### src/rtl/chan_serializer.sv
// Channel serializer: snapshots NCH parallel channel words on a sample strobe and
// writes the first channels+1 of them, one word per clock, into the receive FIFO.
module chan_serializer #(
    parameter int NCH   = 8,
    parameter int WIDTH = 16,
    parameter int CW    = 3
) (
    input  logic                 clk,
    input  logic                 reset,
    input  logic                 en,
    input  logic                 strobe,
    input  logic [CW-1:0]        channels,
    input  logic                 hold,
    input  logic [NCH*WIDTH-1:0] din,
    output logic [WIDTH-1:0]     dout,
    output logic                 req_data,
    output logic                 first,
    output logic                 frame_done,
    output logic                 busy,
    output logic                 overrun,
    output logic [7:0]           drop_cnt
);

    typedef enum logic {
        S_IDLE = 1'b0,
        S_SEND = 1'b1
    } state_t;

    localparam logic [CW-1:0] LAST_MAX = CW'(NCH - 1);

    state_t               r_state;
    state_t               w_state_nxt;
    logic [NCH*WIDTH-1:0] r_snap;
    logic [CW-1:0]        r_nlast;
    logic [CW-1:0]        r_sel;
    logic [CW-1:0]        w_nlast_clamp;
    logic [WIDTH-1:0]     w_word;
    logic                 w_go;
    logic                 w_at_last;
    logic                 w_emit;
    logic                 w_start;
    logic                 w_drop;
    logic                 w_advance;

    assign w_go          = strobe & en;
    assign w_at_last     = (r_sel == r_nlast);
    assign w_nlast_clamp = (channels > LAST_MAX) ? LAST_MAX : channels;

    always_ff @(posedge clk or posedge reset) begin
        if (reset) begin
            r_state <= S_IDLE;
        end else begin
            r_state <= w_state_nxt;
        end
    end

    always_comb begin
        w_state_nxt = r_state;
        case (r_state)
            S_IDLE:  if (w_go) w_state_nxt = S_SEND;
            S_SEND:  if (!hold && w_at_last && !w_go) w_state_nxt = S_IDLE;
            default: w_state_nxt = S_IDLE;
        endcase
    end

    // A strobe landing exactly on the last unstalled word restarts without a gap;
    // any other strobe seen in SEND is dropped.
    always_comb begin
        w_emit    = 1'b0;
        w_start   = 1'b0;
        w_drop    = 1'b0;
        w_advance = 1'b0;
        case (r_state)
            S_IDLE: begin
                w_start = w_go;
            end
            S_SEND: begin
                w_emit    = !hold;
                w_start   = !hold && w_at_last && w_go;
                w_drop    = w_go && !(!hold && w_at_last);
                w_advance = !hold && !w_at_last;
            end
            default: begin
                w_start = 1'b0;
            end
        endcase
    end

    always_comb begin
        w_word = '0;
        for (int k = 0; k < NCH; k++) begin
            if (r_sel == CW'(k)) w_word = r_snap[k*WIDTH +: WIDTH];
        end
    end

    always_ff @(posedge clk or posedge reset) begin
        if (reset) begin
            r_snap  <= '0;
            r_nlast <= '0;
            r_sel   <= '0;
        end else if (w_start) begin
            r_snap  <= din;
            r_nlast <= w_nlast_clamp;
            r_sel   <= '0;
        end else if (w_advance) begin
            r_sel   <= r_sel + 1'b1;
        end
    end

    always_ff @(posedge clk or posedge reset) begin
        if (reset) begin
            dout       <= '0;
            req_data   <= 1'b0;
            first      <= 1'b0;
            frame_done <= 1'b0;
            busy       <= 1'b0;
        end else begin
            req_data   <= w_emit;
            first      <= w_emit && (r_sel == '0);
            frame_done <= w_emit && w_at_last;
            busy       <= (w_state_nxt == S_SEND);
            if (w_emit) dout <= w_word;
        end
    end

    always_ff @(posedge clk or posedge reset) begin
        if (reset) begin
            overrun  <= 1'b0;
            drop_cnt <= '0;
        end else if (!en) begin
            overrun  <= 1'b0;
            drop_cnt <= '0;
        end else if (w_drop) begin
            overrun <= 1'b1;
            if (drop_cnt != 8'hFF) drop_cnt <= drop_cnt + 8'd1;
        end
    end

endmodule

### config.mk
export PLATFORM = sky130hd
export DESIGN_NAME = chan_serializer
export DESIGN_NICKNAME = d
export VERILOG_FILES = /design/src/rtl/chan_serializer.sv
export SDC_FILE = /design/constraint.sdc
export NUM_CORES = 1
export LEC_CHECK = 0
export BUFFER_PORTS_ARGS = -buffer_cell sky130_fd_sc_hd__buf_2
export CORE_ASPECT_RATIO = 0.7
export CORE_UTILIZATION = 30
export CTS_CLUSTER_DIAMETER = 80
export DETAILED_ROUTE_END_ITERATION = 12
export SYNTH_ARGS = -nofsm -noshare
export SYNTH_HDL_FRONTEND = slang
export SYNTH_SLANG_ARGS = --single-unit
export TNS_END_PERCENT = 50
### constraint.sdc
create_clock -name clk -period 6.9 [get_ports clk]
set_input_delay 1.035 -clock clk [delete_from_list [all_inputs] [get_ports clk]]
set_output_delay 1.035 -clock clk [all_outputs]
set_load 0.02 [all_outputs]
==> impl_metrics.py <==
metrics = {
    "place": {
        "dp.cells": 1127,
        "port-buffer-count": 164,
        "gp_congestion": 0.792,
        "detailed_place_hpwl_um": 16700,
        "post-place-ws_ps": 3370,
        "place_area_um2": 8890,
    },
    "clocking": {
        "clockRootBuffer": "clkbuf_16",
        "holdBufCountCts": 0,
        "htree_num_levels": 4,
        "cts_resized": 0,
        "path_clk_slew_ps": 70,
        "clk_latency_ps": 450,
        "tritoncts": "built",
        "numClockSinks": 163,
        "cts_setup_buffers": 0,
        "cts_buffers": 17,
        "clockBufferDepth": 2,
    },
    "global_routing": {
        "grt_pass1_wl_um": 35000,
        "grtUsageTotal": 0.179,
        "grt_pass1_vias": 5780,
        "grt.overflow.total": 0,
        "grt_max_degree": 91,
        "antenna_found_initial": 0,
    },
    "worst_setup_path": {
        "startpoint_type": "input port",
        "crit_required_ps": 7220,
        "end_kind": "flop",
        "timing.rr.end": "r_snap[85]",
        "r2r-start": "r_sel[1]",
        "cp.arrival_ps": 3440,
        "critPathMaxFanout": 79,
        "path_class": "input port to flop",
        "endpoint": "r_snap[85]",
        "ff2ff_setup_slack_ps": 3810,
        "crit_start": "hold",
        "rr_worst_depth": 5,
    },
    "layout": {
        "finalNonFillerCells": 1159,
        "fillers": 2579,
        "stdcell_area_um2": 9510,
        "post_route_cells_drive_above_1_share": 0.344,
        "multiInputGateArea_um2": 3400,
        "diodes": 0,
        "syn2layout_area_growth_pct": 21.3,
        "ff_latch_area_um2": 4080,
        "fin_nets": 958,
        "fin_util": 0.370,
    },
    "floorplan": {
        "ios": 165,
        "start_util": 0.305,
        "core_um2": 25700,
        "die_w_um": 195,
        "die_y_um": 137,
        "die-area_um2": 26800,
        "fp-row-count": 49,
    },
    "synth": {
        "synth_top_area_share": 0.520,
        "synth_cells": 672,
        "synth_commonest_cells": "163 x dfrtp_1, 75 x mux2_2, 63 x nand2_1",
        "synth-main-ff-cell": "dfrtp_1",
        "synth-edff-count": 0,
        "yosys_warnings": 0,
        "netlist_area_um2": 7840,
        "mappedNetlistNets": 815,
        "async_flop_share": 1.00,
        "ys_types": 47,
        "synthAdderAreaFrac": 0.0112,
        "syn_avg_cell_area_um2": 11.7,
        "yosysTopAreaCell": "dfrtp_1",
        "yosysSeqAreaShare": 0.520,
        "ys_top_cells_by_area": "dfrtp_1 52%, mux2_2 11%, mux2_1 8.2%, nand2_1 3.0%, nand2b_1 2.3%",
        "synth_top_family_by_area": "multiplexers",
        "synth_xor_area_frac": 0.00447,
        "synth-seq-cells": 163,
        "synth_mux_area_frac": 0.193,
        "synthSimpleGateAreaFrac": 0.0950,
        "synth_compound_area_frac": 0.130,
        "yosys.cell_count.top_type": "dfrtp_1",
    },
    "pwr": {
        "p_int_mw": 2.72,
        "swShare": 0.387,
        "powerDensity_nw_per_um2": 468,
        "clock_power_share": 0.229,
        "ir_drop_v": 0.000181,
        "totalPowerFinal_mw": 4.44,
        "p_leak_nw": 4.18,
        "net-switching-power_mw": 1.72,
        "pwr-share-seq": 0.385,
        "pwr-share-comb": 0.386,
    },
    "route": {
        "dr.pass1.iters": 5,
        "drc": 0,
        "drt_wl_total_um": 23300,
        "vias_per_cell": 5.07,
        "postRouteAntennaNets": 0,
        "drt_iter0_drc": 400,
        "vias": 5871,
        "avgRoutedWirePerCell_um": 20.1,
    },
    "timing": {
        "maxSlewHeadroom": 0.292,
        "fin_crit_ps": 3110,
        "min_period_over_period": 0.451,
        "slew_violations": 0,
        "rsz0062_at_grt": "false",
        "setup_tns_ps": 0,
        "max_freq_ghz": 0.321,
        "setup_violations": 0,
        "finalHoldViolCount": 0,
        "hold_slack_ps": 489,
        "final.setup.worst_slack_ps": 3790,
        "tightest_slew_ps": 1060,
        "skew_ps": 15.1,
    },
    "hold_path": {
        "min_path_type": "flop to flop",
    },
    "flow_run": {
        "drv_cap": 0,
    },
    "status": {
        "status": "completed",
    },
}
-- routing by layer --
| layer | global-route usage | routed length [um] | vias up |
|---|---|---|---|
| met5 | 0 | 0 | - |
| met4 | 0.0411 | 205 | 0 |
| met3 | 0.0436 | 1470 | 18 |
| met2 | 0.242 | 9420 | 182 |
| met1 | 0.280 | 12200 | 2913 |
| li1 | - | - | 2758 |
-- power groups by stage --
stage                     clock network (mW)  registers [mW]  logic [mW]
after floorplan                            0            1.68        1.18
after global placement                     0            1.71        1.67
after detailed placement                   0            1.73        1.70
after CTS                               1.04            1.71        1.71
after global routing                    1.08            1.77        1.86
final                                   1.02            1.71        1.71
-- worst min-delay path by stage --
stage          startpoint         end  slack [ps]  cells past startpoint
6_report       r_snap[23]  r_snap[23]         490                      1
5_1_grt        r_snap[14]  r_snap[14]         500                      1
4_1_cts        r_snap[21]  r_snap[21]         490                      1
3_5_place_dp   r_snap[21]  r_snap[21]         470                      1
3_3_place_gp   r_snap[30]  r_snap[30]         470                      1
2_1_floorplan   r_snap[0]   r_snap[0]         450                      1
-- cells by family (layout without fill, tap and decap cells) --
group	Yosys count	count (layout)
simple gates	140	140
compound gates	150	150
xor+xnor	4	4
buf+inv	73	229
flops	163	163
fa+ha+maj	7	7
mux	135	135
-- layout make-up --
cell class              instances  share of cell area
flip-flops and latches        163               0.429
multi-input cells             436               0.358
repair buffers                172              0.0940
clock buffers                  17              0.0448
well taps                     331              0.0436
clock inverters                15              0.0203
inverters                      25              0.0104
-- placed cells by master, fill, tap and decap left out, drive strengths merged, types with 2 or more instances in the layout --
master / n
or4: 8
nor4: 3
nand3: 4
a211oi: 2
bufinv: 3
inv: 30
or3: 2
o31ai: 2
o31a: 10
o21ba: 2
clkinv: 6
clkbuf: 17
a22oi: 9
nand3b: 15
o41ai: 2
mux2i: 3
nand4: 2
ha: 7
a311o: 6
dfrtp: 163
a31oi: 24
o21ai: 21
nand2b: 29
buf: 172
nand2: 63
xor2: 3
o221ai: 18
nor2: 8
o22ai: 14
a21oi: 34
mux2: 132
-- flip-flops by register name, indices dropped and copies added, names as in the netlist --
signal,cells
r_nlast,3
busy,1
drop_cnt,8
overrun,1
first,1
dout,16
frame_done,1
req_data,1
r_snap,128
r_sel,3
-- worst max-delay path: stages --
cell and delay (ps):
buf_2 120, o41a_4 530, nor2_8 760, buf_12 420, mux2_2 390
Power figures use the tool's default switching activity.
